`src/rtl/calc_shift_pkg.sv`:
```
// Shared encodings, FSM states and pipeline tag for the calc shift unit.
package calc_shift_pkg;

  localparam int unsigned CMD_W  = 4;
  localparam int unsigned RESP_W = 2;
  localparam int unsigned PORT_W = 3;

  typedef enum logic [CMD_W-1:0] {
    CMD_NONE = 4'b0000,
    CMD_SLL  = 4'b0101,
    CMD_SRL  = 4'b0110,
    CMD_SRA  = 4'b0111,
    CMD_ROL  = 4'b1000,
    CMD_ROR  = 4'b1001
  } cmd_e;

  typedef enum logic [RESP_W-1:0] {
    RESP_NONE    = 2'b00,
    RESP_OK      = 2'b01,
    RESP_INVALID = 2'b10
  } resp_e;

  typedef enum logic [1:0] {
    ST_IDLE,
    ST_OP2,
    ST_PEND
  } state_e;

  // Travels alongside the operand through both shifter stages
  typedef struct packed {
    logic              valid;
    logic [CMD_W-1:0]  cmd;
    logic [PORT_W-1:0] port;
  } pipe_tag_t;

  function automatic logic cmd_is_valid(input logic [CMD_W-1:0] cmd);
    logic ok;
    ok = 1'b0;
    case (cmd)
      CMD_SLL, CMD_SRL, CMD_SRA, CMD_ROL, CMD_ROR: ok = 1'b1;
      default: ok = 1'b0;
    endcase
    return ok;
  endfunction

endpackage

```
`src/rtl/calc_shift_pipe.sv`:
```
// Shared two-stage shifter: stage 1 applies the low amount bits, stage 2 the
// high bits and registers the result onto the originating port's outputs.
module calc_shift_pipe
  import calc_shift_pkg::*;
#(
  parameter int unsigned DATA_W    = 32,
  parameter int unsigned NUM_PORTS = 4,
  localparam int unsigned SH_W     = $clog2(DATA_W)
) (
  input  logic                                  clk,
  input  logic                                  reset,
  input  pipe_tag_t                             in_tag,
  input  logic [DATA_W-1:0]                     in_data,
  input  logic [SH_W-1:0]                       in_amt,
  output logic [NUM_PORTS-1:0][RESP_W-1:0]      out_resp,
  output logic [NUM_PORTS-1:0][0:DATA_W-1]      out_data
);

  localparam int unsigned LO_W = SH_W / 2;
  localparam int unsigned HI_W = SH_W - LO_W;

  pipe_tag_t         s1_tag;
  logic [DATA_W-1:0] s1_data;
  logic [HI_W-1:0]   s1_amt_hi;
  logic [DATA_W-1:0] s2_result;

  // Invalid commands shift to zero, so their data is already cleared
  function automatic logic [DATA_W-1:0] shift_by(input logic [CMD_W-1:0] cmd,
                                                 input logic [DATA_W-1:0] d,
                                                 input logic [SH_W-1:0]   amt);
    logic [2*DATA_W-1:0] dd;
    logic [DATA_W-1:0]   r;
    dd = {d, d};
    r  = '0;
    case (cmd)
      CMD_SLL: r = d << amt;
      CMD_SRL: r = d >> amt;
      CMD_SRA: r = DATA_W'($signed(d) >>> amt);
      CMD_ROL: begin
        dd = dd << amt;
        r  = dd[2*DATA_W-1 -: DATA_W];
      end
      CMD_ROR: begin
        dd = dd >> amt;
        r  = dd[DATA_W-1:0];
      end
      default: r = '0;
    endcase
    return r;
  endfunction

  always_ff @(posedge clk) begin
    if (in_tag.valid) begin
      s1_data   <= shift_by(in_tag.cmd, in_data, SH_W'(in_amt[LO_W-1:0]));
      s1_amt_hi <= in_amt[SH_W-1:LO_W];
    end
  end

  always_comb begin
    s2_result = shift_by(s1_tag.cmd, s1_data, {s1_amt_hi, {LO_W{1'b0}}});
  end

  always_ff @(posedge clk) begin
    if (reset) begin
      s1_tag   <= '0;
      out_resp <= '0;
      out_data <= '0;
    end else begin
      s1_tag <= in_tag;
      for (int unsigned p = 0; p < NUM_PORTS; p++) begin
        out_resp[p] <= RESP_NONE;
        out_data[p] <= '0;
        if (s1_tag.valid && s1_tag.port == PORT_W'(p)) begin
          if (cmd_is_valid(s1_tag.cmd)) begin
            out_resp[p] <= RESP_OK;
            out_data[p] <= s2_result;
          end else begin
            out_resp[p] <= RESP_INVALID;
          end
        end
      end
    end
  end

endmodule

```
`src/rtl/calc_shift_unit.sv`:
```
// Multi-port shift/rotate unit: per-port two-beat request FSMs, round-robin
// arbitration into one shared pipelined shifter.
module calc_shift_unit
  import calc_shift_pkg::*;
#(
  parameter int unsigned DATA_W    = 32,
  parameter int unsigned NUM_PORTS = 4,
  localparam int unsigned SH_W     = $clog2(DATA_W)
) (
  input  logic                             c_clk,
  input  logic                             reset,
  input  logic [NUM_PORTS-1:0][CMD_W-1:0]  req_cmd_in,
  input  logic [NUM_PORTS-1:0][0:DATA_W-1] req_data_in,
  output logic [NUM_PORTS-1:0][RESP_W-1:0] out_resp,
  output logic [NUM_PORTS-1:0][0:DATA_W-1] out_data
);

  state_e            state   [NUM_PORTS];
  state_e            state_n [NUM_PORTS];
  logic [CMD_W-1:0]  cmd_q   [NUM_PORTS];
  logic [DATA_W-1:0] op1_q   [NUM_PORTS];
  logic [SH_W-1:0]   amt_q   [NUM_PORTS];
  logic [DATA_W-1:0] data_in [NUM_PORTS];

  logic [NUM_PORTS-1:0] pend;
  logic [NUM_PORTS-1:0] pend_rot;
  logic [NUM_PORTS-1:0] grant_vec;
  logic [PORT_W-1:0]    rr_ptr;
  logic [PORT_W-1:0]    grant_idx;
  logic                 grant_valid;
  int unsigned          sum;

  pipe_tag_t         issue_tag;
  logic [DATA_W-1:0] issue_data;
  logic [SH_W-1:0]   issue_amt;

  always_comb begin
    for (int unsigned p = 0; p < NUM_PORTS; p++) begin
      data_in[p] = req_data_in[p];
      pend[p]    = (state[p] == ST_PEND);
    end
  end

  // Rotate the pending mask so the search starts at the pointer
  always_comb begin
    grant_valid = 1'b0;
    grant_idx   = '0;
    sum         = 0;
    pend_rot    = NUM_PORTS'({pend, pend} >> rr_ptr);
    for (int unsigned i = 0; i < NUM_PORTS; i++) begin
      if (!grant_valid && pend_rot[i]) begin
        grant_valid = 1'b1;
        sum         = 32'(rr_ptr) + i;
        if (sum >= NUM_PORTS) sum = sum - NUM_PORTS;
        grant_idx   = PORT_W'(sum);
      end
    end
    for (int unsigned p = 0; p < NUM_PORTS; p++) begin
      grant_vec[p] = grant_valid && (grant_idx == PORT_W'(p));
    end
  end

  always_ff @(posedge c_clk) begin
    if (reset) begin
      rr_ptr <= '0;
    end else if (grant_valid) begin
      rr_ptr <= (grant_idx == PORT_W'(NUM_PORTS - 1)) ? '0 : grant_idx + 1'b1;
    end
  end

  always_ff @(posedge c_clk) begin
    for (int unsigned p = 0; p < NUM_PORTS; p++) begin
      state[p] <= reset ? ST_IDLE : state_n[p];
    end
  end

  always_comb begin
    for (int unsigned p = 0; p < NUM_PORTS; p++) begin
      state_n[p] = state[p];
      case (state[p])
        ST_IDLE: if (req_cmd_in[p] != '0) state_n[p] = ST_OP2;
        ST_OP2:  state_n[p] = ST_PEND;
        ST_PEND: if (grant_vec[p]) state_n[p] = ST_IDLE;
        default: state_n[p] = ST_IDLE;
      endcase
    end
  end

  // Only the amount bits of operand 2 are ever needed
  always_ff @(posedge c_clk) begin
    for (int unsigned p = 0; p < NUM_PORTS; p++) begin
      if (state[p] == ST_IDLE && req_cmd_in[p] != '0) begin
        cmd_q[p] <= req_cmd_in[p];
        op1_q[p] <= data_in[p];
      end
      if (state[p] == ST_OP2) begin
        amt_q[p] <= data_in[p][SH_W-1:0];
      end
    end
  end

  always_comb begin
    issue_tag       = '0;
    issue_data      = '0;
    issue_amt       = '0;
    issue_tag.valid = grant_valid;
    issue_tag.port  = grant_idx;
    for (int unsigned p = 0; p < NUM_PORTS; p++) begin
      if (grant_vec[p]) begin
        issue_tag.cmd = cmd_q[p];
        issue_data    = op1_q[p];
        issue_amt     = amt_q[p];
      end
    end
  end

  calc_shift_pipe #(
    .DATA_W   (DATA_W),
    .NUM_PORTS(NUM_PORTS)
  ) u_pipe (
    .clk     (c_clk),
    .reset   (reset),
    .in_tag  (issue_tag),
    .in_data (issue_data),
    .in_amt  (issue_amt),
    .out_resp(out_resp),
    .out_data(out_data)
  );

endmodule

```
`config.mk`:
```
export PLATFORM = sky130hd
export DESIGN_NAME = calc_shift_unit
export DESIGN_NICKNAME = d
export VERILOG_FILES = /design/src/rtl/calc_shift_pkg.sv /design/src/rtl/calc_shift_pipe.sv /design/src/rtl/calc_shift_unit.sv
export SDC_FILE = /design/constraint.sdc
export NUM_CORES = 1
export LEC_CHECK = 0
export ABC_AREA = 1
export ABC_CLOCK_PERIOD_IN_PS = 4100
export BUFFER_PORTS_ARGS = -buffer_cell sky130_fd_sc_hd__buf_2
export CAP_MARGIN = 5
export CORE_MARGIN = 1
export CORE_UTILIZATION = 51
export DETAILED_ROUTE_END_ITERATION = 10
export GPL_TIMING_DRIVEN = 0
export PLACE_DENSITY = 0.83
export SLEW_MARGIN = 10
export SYNTH_ARGS = -nofsm -noshare
export SYNTH_HDL_FRONTEND = slang
export SYNTH_SLANG_ARGS = --single-unit
```
`constraint.sdc`:
```
create_clock -name c_clk -period 4.1 [get_ports c_clk]
set_clock_uncertainty 0.1 [all_clocks]
set_input_delay 0.82 -clock c_clk [delete_from_list [all_inputs] [get_ports c_clk]]
set_output_delay 0.82 -clock c_clk [all_outputs]
set_load 0.02 [all_outputs]
```
# Word-level counts from Yosys, hierarchy flattened
# Memory sizes are Yosys's and may differ from the RTL's.
# Cells that the tools add are included.
# W data, S select, Z words.
# word_totals
regBits	182
ram_bits	172
input_bits	146
output_inout_bits	136
word_cells	182
n_memories	4
# memory_table
memory	words	width	read_ports	rd_ports_with_merged_regs	wr	line_no	source
op1_q	4	32	4	0	4	calc_shift_unit.sv:21	logic [DATA_W-1:0] op1_q [NUM_PORTS];
amt_q	4	5	4	0	4	calc_shift_unit.sv:22	logic [SH_W-1:0] amt_q [NUM_PORTS];
cmd_q	4	4	4	0	4	calc_shift_unit.sv:20	logic [CMD_W-1:0] cmd_q [NUM_PORTS];
state	4	2	4	0	4	calc_shift_unit.sv:18	state_e state [NUM_PORTS];
# op_classes
addsub	8
n_lt_le_gt_ge	4
eq_ne	24
shift	11
n_mux	72
bitwise_logic	8
reduce_logical	37
# op_table
cell	n
$pmux W32 S5	2
$mux W32	4
$shl A64 B2 Y64	1
$shl A64 B5 Y64	1
$shr A64 B2 Y32	1
$shr A64 B5 Y32	1
$mux W2	16
$shl A32 B2 Y32	1
$shl A32 B5 Y32	1
$shr A32 B2 Y32	1
$shr A32 B5 Y32	1
$sshr A32 B2 Y32	1
$sshr A32 B5 Y32	1
$mux W1	29
$mux W3	9
$eq A4 B3 Y1 const B	6
$pmux W2 S3	4
$mux W5	4
$eq A4 B4 Y1 const B	4
$mux W4	4
$reduce_bool A4 Y1	4
$logic_and A1 B1 Y1	15
$eq A3 B2 Y1 const B	4
$ge A4 B3 Y1 const B	3
16 further kinds	46

# Depth between registers and ports, before layout
# Gate-level depths: netlist of run 1.
# An unclocked memory read counts as a cell.
# logic_depth
ltp_word	21
mapped_depth	28
mapped_depth_nobuf	28

# Cells and area by module
# From an unflattened synthesis of run 1, not the netlist that was laid out.
# hier_totals
cells_unflattened	2187
hier_area_um2	17300.3
# by_module_without_submodules
module	n_inst	cells_per_inst	area_each_um2	seq_area_each_um2
calc_shift_pipe	1	1489	9745.6	3933.8
calc_shift_unit	1	698	7554.7	5144.9

# Worst setup path after synthesis of run 1
# No wires, ideal clock.
# synth_timing
kind	input port to flip-flop
start	in req_cmd_in[12] (netlist name)
end	mem cmd_q[3][0] (enable)
setup_time_ns	0.474
arrival_ns	3.338
required_time_ns	3.526
setup_slack_ns	0.187
stages	2
n_path_buf	0
cell_sequence	nor4_1 nor3_1
# synth_lines
element	line_no	source
from (decl)	calc_shift_unit.sv:12	input logic [NUM_PORTS-1:0][CMD_W-1:0] req_cmd_in,
to (decl)	calc_shift_unit.sv:20	

# Worst setup path after layout of run 1
# layout_timing
start	reg rr_ptr[1]
end	reg u_pipe.s1_data[15], data pin
# layout_between
elab_cells_between_ends	61
cone_classes	add/sub (7); order compare (4); eq/ne (8); shift (6); mux (25); reduce/logical (11)
# layout_lines
element	line_no	source
from (decl)	calc_shift_unit.sv:28	logic [PORT_W-1:0] rr_ptr;
from (signal assigned)	calc_shift_unit.sv:67	rr_ptr <= (grant_idx == PORT_W'(NUM_PORTS - 1)) ? '0 : grant_idx + 1'b1;
$shr A8 B3 Y4 *	calc_shift_unit.sv:49	pend_rot = NUM_PORTS'({pend, pend} >> rr_ptr);
$mux W1	calc_shift_unit.sv:51	if (!grant_valid && pend_rot[i]) begin
$logic_not A1 Y1	calc_shift_unit.sv:51	
$logic_and A1 B1 Y1	calc_shift_unit.sv:51	
$mux W1	calc_shift_unit.sv:51	
$logic_not A1 Y1	calc_shift_unit.sv:51	
$logic_and A1 B1 Y1	calc_shift_unit.sv:51	
$mux W1	calc_shift_unit.sv:51	
$logic_not A1 Y1	calc_shift_unit.sv:51	
$logic_and A1 B1 Y1	calc_shift_unit.sv:51	
$mux W1 *	calc_shift_unit.sv:51	
named net grant_valid	calc_shift_unit.sv:30	logic grant_valid;
$logic_and A1 B1 Y1	calc_shift_unit.sv:59	grant_vec[p] = grant_valid && (grant_idx == PORT_W'(p));
$mux W32, or another cell as far along (4 in series)	calc_shift_unit.sv:109	if (grant_vec[p]) begin
$shr A64 B2 Y32, or another cell as far along	calc_shift_pipe.sv:44	dd = dd >> amt;
$pmux W32 S5 *	calc_shift_pipe.sv:35	case (cmd)
to (signal assigned)	calc_shift_pipe.sv:54	s1_data <= shift_by(in_tag.cmd, in_data, SH_W'(in_amt[LO_W-1:0]));
to (decl)	calc_shift_pipe.sv:23	logic [DATA_W-1:0] s1_data;
# The timed path passes the listed nets; every way through them passes the cells marked *.
# A chain may end at the register's enable or synchronous reset.

==> results of run 1 <==
-- stage by stage --
stage | hold slack (ns) | area [um2] | setup slack (ns) | std cells | TNS (ns)
final | 0.3544 | 19910 | 0.2521 | 2753 | 0
after CTS | 0.3416 | 19750 | 0.004543 | 2750 | 0
after floorplan | 0.3250 | 16540 | 0.1875 | 1994 | 0
after global placement | 0.3369 | 18440 | -1.168 | 2676 | -172.40
after detailed placement | 0.3648 | 18560 | -0.9568 | 2688 | -28.91
after global routing | 0.3366 | 19910 | -0.03807 | 2753 | -0.1117
-- synthesized netlist by cell type (4+ instances only) --
| cell type | instances | area (um2) |
|---|---|---|
| o22ai_1 | 6 | 37.54 |
| edfxtp_1 | 199 | 5976 |
| and2_1 | 7 | 43.79 |
| o21ai_1 | 10 | 50.05 |
| o21ai_0 | 111 | 555.5 |
| inv_1 | 155 | 581.8 |
| inv_2 | 12 | 45.04 |
| nor3_1 | 11 | 55.05 |
| a221oi_1 | 7 | 61.31 |
| a211oi_1 | 4 | 30.03 |
| buf_1 | 8 | 30.03 |
| a21boi_0 | 8 | 60.06 |
| or2_2 | 13 | 81.33 |
| nor4_1 | 9 | 56.30 |
| o211ai_1 | 18 | 135.1 |
| nand3b_1 | 6 | 45.04 |
| buf_4 | 14 | 105.1 |
| a22oi_1 | 20 | 150.1 |
| nand2_2 | 8 | 50.05 |
| ha_1 | 5 | 62.56 |
| nand3_1 | 184 | 920.9 |
| nor2_1 | 183 | 686.9 |
| clkinv_1 | 5 | 18.77 |
| nor2_2 | 4 | 25.02 |
| nand3_2 | 6 | 60.06 |
| dfxtp_1 | 155 | 3103 |
| a21oi_1 | 70 | 350.3 |
| buf_2 | 32 | 160.2 |
| nand4_1 | 10 | 62.56 |
| o21bai_1 | 4 | 30.03 |
| clkbuf_1 | 41 | 153.9 |
| o221ai_1 | 6 | 52.55 |
| a31oi_1 | 8 | 50.05 |
| nand2_1 | 621 | 2331 |
-- cell type report --
class	count	area, um2	share of cell area (%)
clock buffer	42	945.9	4.751
inverter	172	651.9	3.274
sequential	354	9086	45.63
clock inverter	20	160.2	0.8043
buffer	98	551.8	2.771
multi-input combinational	1369	6450	32.39
timing repair buffer	295	1560	7.836
tap	402	503.0	2.526
antenna	1	2.502	0.01257
-- cell families (layout without fill, tap and decap cells) --
logic type,count (synthesis),after routing,synth area share (%)
flops,354,354,54.89
compound gates,297,297,10.83
buf+inv,271,627,6.854
fa+ha+maj,5,5,0.3783
simple gates,1064,1064,26.90
xor+xnor,1,1,0.05297
mux,1,1,0.06053
other cells,1,2,0.02267
-- sequential cells by signal, summed over array words and instances, names as in the netlist --
signal	count
u_pipe.out_data	128
cmd_q	16
op1_q	128
u_pipe.s1_tag	8
u_pipe.s1_data	32
u_pipe.s1_amt_hi	3
rr_ptr	3
u_pipe.out_resp	8
state	8
amt_q	20
-- timing repair --
item                                    4_1_cts  5_1_grt
pin swaps                                     0        6
setup buffers                                 0        1
resized for setup                            18       49
gates cloned                                  1        1
endpoints found under the setup margin       37       33
-- worst min-delay path by stage --
stage	slack, ns	startpoint	endpoint
final	0.35	req_data_in[81]	op1_q[2][17]$_DFFE_PP_
after global placement	0.34	state[0][0]$_SDFFE_PP0P_	state[0][0]$_SDFFE_PP0P_
after detailed placement	0.36	state[2][0]$_SDFFE_PP0P_	state[2][0]$_SDFFE_PP0P_
after CTS	0.34	req_data_in[81]	op1_q[2][17]$_DFFE_PP_
after global routing	0.34	req_data_in[81]	op1_q[2][17]$_DFFE_PP_
after floorplan	0.33	state[0][0]$_SDFFE_PP0P_	state[0][0]$_SDFFE_PP0P_
-- worst max-delay path: stages, from the launching register on --
cell and delay (ns):
dfxtp_2 0.37, inv_2 0.10, nor2_1 0.18, nand2_1 0.08
nand2_1 0.11, inv_2 0.06, nand4_4 0.14, buf_12 0.16
buf_12 0.16, clkinvlp_4 0.14, nor2_4 0.16, inv_1 0.10
ha_1 0.23, nand2_2 0.11, buf_6 0.15, buf_6 0.17
buf_6 0.18, nand3_1 0.16, a22oi_2 0.31, nand2_2 0.11
nand2_1 0.12, nand2_1 0.07, nand3_1 0.08, nand2_1 0.07
-- routing by layer --
metal | vias up | GRT usage, % | wire, um
met3 | 160 | 5.029 | 4175
met1 | 7266 | 37.93 | 20590
met4 | 0 | 15.87 | 2711
met2 | 866 | 58.44 | 27180
met5 | - | 0 | 0
li1 | 7314 | - | -
==> impl_metrics.tcl, run 1 <==
set metrics [dict create \
    status "completed" \
    yosysSeqAreaShare_pct 54.89 \
    worstHoldPathCells 1 \
    cts_buffers 36 \
    period_needed_ns 3.848 \
    grt_use_total_pct 32.56 \
    dieWidth_um 182.1 \
    num_rows 65 \
    core_mm2 0.03172 \
    syn-cell-area_mm2 0.01654 \
    postLayoutCoreUtil_pct 62.78 \
    end_kind "flop" \
    r2r_start "rr_ptr[1]$_SDFFE_PP0P_" \
    synth_edf_count 199 \
    nets 2477 \
    worst-setup-path-type "flop to flop" \
    ys_seq_elements 354 \
    cp.required_ns 4.29 \
    die_y_um 182.1 \
    r2r-end "u_pipe.s1_data[15]$_DFFE_PP_" \
    path_max_fanout 12 \
    slew_headroom_pct 24.22 \
    die_area_mm2 0.03315 \
    nFillCells 2670 \
    grt_pass1_vias 15140 \
    ctsLongestPathBuffers 3 \
    place.gp.congestion 0.9562 \
    grt_overflow_total 0 \
    synth_nets 2145 \
    max_freq_mhz 259.9 \
    via_per_inst 5.669 \
    hold_buffers 0 \
    postSynthAreaPerCell_um2 8.294 \
    netlist-cell-type-count 55 \
    startpoint "rr_ptr[1]$_SDFFE_PP0P_" \
    critPathCapture "u_pipe.s1_data[15]$_DFFE_PP_" \
    drive_gt1_share_pct 20.77 \
    antenna_found_initial 1 \
    async_reset_ff_share_pct 0 \
    hold_violations 0 \
    wl_per_cell_um 19.85 \
    via_count 15610 \
    netlist_instances 1994 \
    drt_iter0_drc 1459 \
    path_clk_slew_ns 0.07 \
    initial_utilization_pct 52.14 \
    drc_errors 0 \
    ys_warn_count 0 \
    final_max_slew_viol_count 0 \
    drv_cap 0 \
    h-tree-depth 2 \
    startpoint_type "flop" \
    drtPass1Iterations 6 \
    layout_common_cells "nand2_1 (618), buf_2 (304), edfxtp_1 (199), nand3_1 (184), nor2_1 (182)" \
    final_common_cell "nand2_1" \
    cts_tree "done" \
    grt_pass1_wl_um 83110 \
    areaGrowthSynthToFinish_pct 20.40 \
    hp-class "primary input to flop" \
    grt_max_degree 23 \
    cts-root-buf "clkbuf_16" \
    portBuffers 280 \
    tightest_slew_ns 1.123 \
    clk_latency_ns 0.54 \
    post-route-period-util_pct 93.85 \
    clock_sinks 354 \
    wirelength_um 54650 \
    reg2reg_slack_ns 0.25 \
    ant_nets 0 \
    setup_viol 0 \
    ios 282 \
    dp_hpwl_um 42040 \
    synth_flop_cell "edfxtp_1" \
    cp.arrival_ns 4.04 \
    ff2ff_path_depth 23 \
]
Power of run 1 is left out: the tool's default activity adds up to more than one toggle a clock period on the data nets, which glitch-free logic cannot reach.
==> inputs of run 2 (changes only) <==
Settings changed: PLACE_DENSITY 0.83 to 0.86.
==> impl_metrics.tcl, run 2 (synthesis gave the netlist of run 1 again) <==
set metrics [dict create \
    slew_headroom_pct 14.91 \
    h-tree-depth 2 \
    clock_sinks 354 \
    end_kind "flop" \
    startpoint_type "flop" \
    cp.required_ns 4.27 \
    final_max_slew_viol_count 0 \
    ctsLongestPathBuffers 3 \
    cp.arrival_ns 4.06 \
    cts-root-buf "clkbuf_16" \
    setup_tns_ns 0 \
    drc_errors 0 \
    dieWidth_um 182.1 \
    worst-setup-path-type "flop to flop" \
    ant_nets 0 \
    drt_iter0_drc 1451 \
    ios 282 \
    grt_pass1_wl_um 82970 \
    hp-start "req_data_in[85]" \
    grt_use_total_pct 32.46 \
    r2r_start "rr_ptr[0]$_SDFFE_PP0P_" \
    worstHoldPathCells 1 \
    tightest_slew_ns 1.276 \
    hp-class "primary input to flop" \
    antenna_found_initial 2 \
    grt_max_degree 23 \
    max_freq_mhz 257.2 \
    initial_utilization_pct 52.14 \
    portBuffers 280 \
    postLayoutCoreUtil_pct 63.13 \
    nets 2479 \
    hold_end "op1_q[2][21]$_DFFE_PP_" \
    drv_cap 0 \
    top_layer_used "met4" \
    pre_cts_ws_ns -0.8523 \
    reg2reg_slack_ns 0.21 \
    final_common_cell "nand2_1" \
    areaGrowthSynthToFinish_pct 21.08 \
    cts_tree "done" \
    wirelength_um 54700 \
    hold_buffers 0 \
    die_y_um 182.1 \
    place.gp.congestion 0.9877 \
    period_needed_ns 3.888 \
    cts_buffers 37 \
    num_rows 65 \
    clk_latency_ns 0.52 \
    grt_pass1_vias 15180 \
    hold_violations 0 \
    wl_per_cell_um 19.82 \
    path_max_fanout 22 \
    layout_common_cells "nand2_1 (618), buf_2 (303), edfxtp_1 (199), nand3_1 (184), nor2_1 (181)" \
    post-route-period-util_pct 94.82 \
    setup_viol 0 \
    drtPass1Iterations 9 \
    path_clk_slew_ns 0.06 \
    met2WireLength_um 26880 \
    core_mm2 0.03172 \
    dr_wl_met3_um 4606 \
    drive_gt1_share_pct 21.01 \
    via_count 15680 \
    status "completed" \
    r2r-end "u_pipe.s1_data[18]$_DFFE_PP_" \
    dp_hpwl_um 41960 \
    ff2ff_path_depth 22 \
    met1_length_um 20170 \
    via_per_inst 5.682 \
    die_area_mm2 0.03315 \
    grt_overflow_total 0 \
    reg.largest.list "op1_q x128, u_pipe.out_data x128, u_pipe.s1_data x32" \
    setup_slack_ns 0.2124 \
]
==> run 2: timing repair <==
| action | in CTS | in global routing |
|---|---|---|
| cloned | 1 | 0 |
| resized for setup | 12 | 54 |
| endpoints found under the setup margin | 35 | 33 |
| pin swaps | 0 | 2 |
| endpoints found under the hold margin | 0 | 0 |
| buffers inserted | 0 | 2 |
==> run 2: layout make-up <==
cell class                 count  area (um2)
fill                        2677       11690
sequential                   354        9086
multi-input combinational   1369        6461
timing repair buffer         296        1560
clock buffer                  48        1008
inverter                     172       645.6
buffer                        98       535.5
tap                          402       503.0
clock inverter                19       219.0
antenna                        2       5.005
==> run 2: through the flow <==
step	hold WS (ns)	std cells	instance area [um2]
after floorplan	0.3250	1994	16540
after global placement	0.3363	2676	18440
after detailed placement	0.3610	2689	18580
after CTS	0.3582	2756	19870
after global routing	0.3538	2760	20020
final	0.3647	2760	20020
==> run 2: worst max-delay path, cell delays in order (launching register included) <==
cell and delay (ns):
dfxtp_4 0.37, inv_2 0.13, nand3_2 0.11, nand3_1 0.11, nand3_1 0.15, nand4_4 0.19, buf_6 0.19, buf_12 0.19
inv_2 0.07, nor2_2 0.17, inv_1 0.10, ha_1 0.23, nand2_2 0.11, buf_6 0.16, buf_6 0.15, buf_4 0.22
nand3_1 0.15, a22oi_2 0.27, nand2_1 0.14, nand2_1 0.11, nand2_1 0.05, nand3_1 0.08, nand2_1 0.06
==> run 2: worst max path at each step <==
stage                                   from                           end  slack, ns
global placement              req_cmd_in[13]        op1_q[3][17]$_DFFE_PP_      -1.52
detailed placement    rr_ptr[0]$_SDFFE_PP0P_  u_pipe.s1_data[14]$_DFFE_PP_      -0.85
global route        state[3][0]$_SDFFE_PP0P_  u_pipe.s1_data[15]$_DFFE_PP_      -0.07
floorplan                     req_cmd_in[12]         cmd_q[3][0]$_DFFE_PP_       0.19
CTS                   rr_ptr[0]$_SDFFE_PP0P_  u_pipe.s1_data[16]$_DFFE_PP_       0.02
finish                rr_ptr[0]$_SDFFE_PP0P_  u_pipe.s1_data[18]$_DFFE_PP_       0.21
==> run 2: layer usage <==
metal	vias to the layer above	track usage, %
li1	7323	-
met1	7156	37.31
met2	1016	58.15
met3	188	5.348
met4	0	16.77
met5	-	0
Power of run 2 is left out for the same reason.
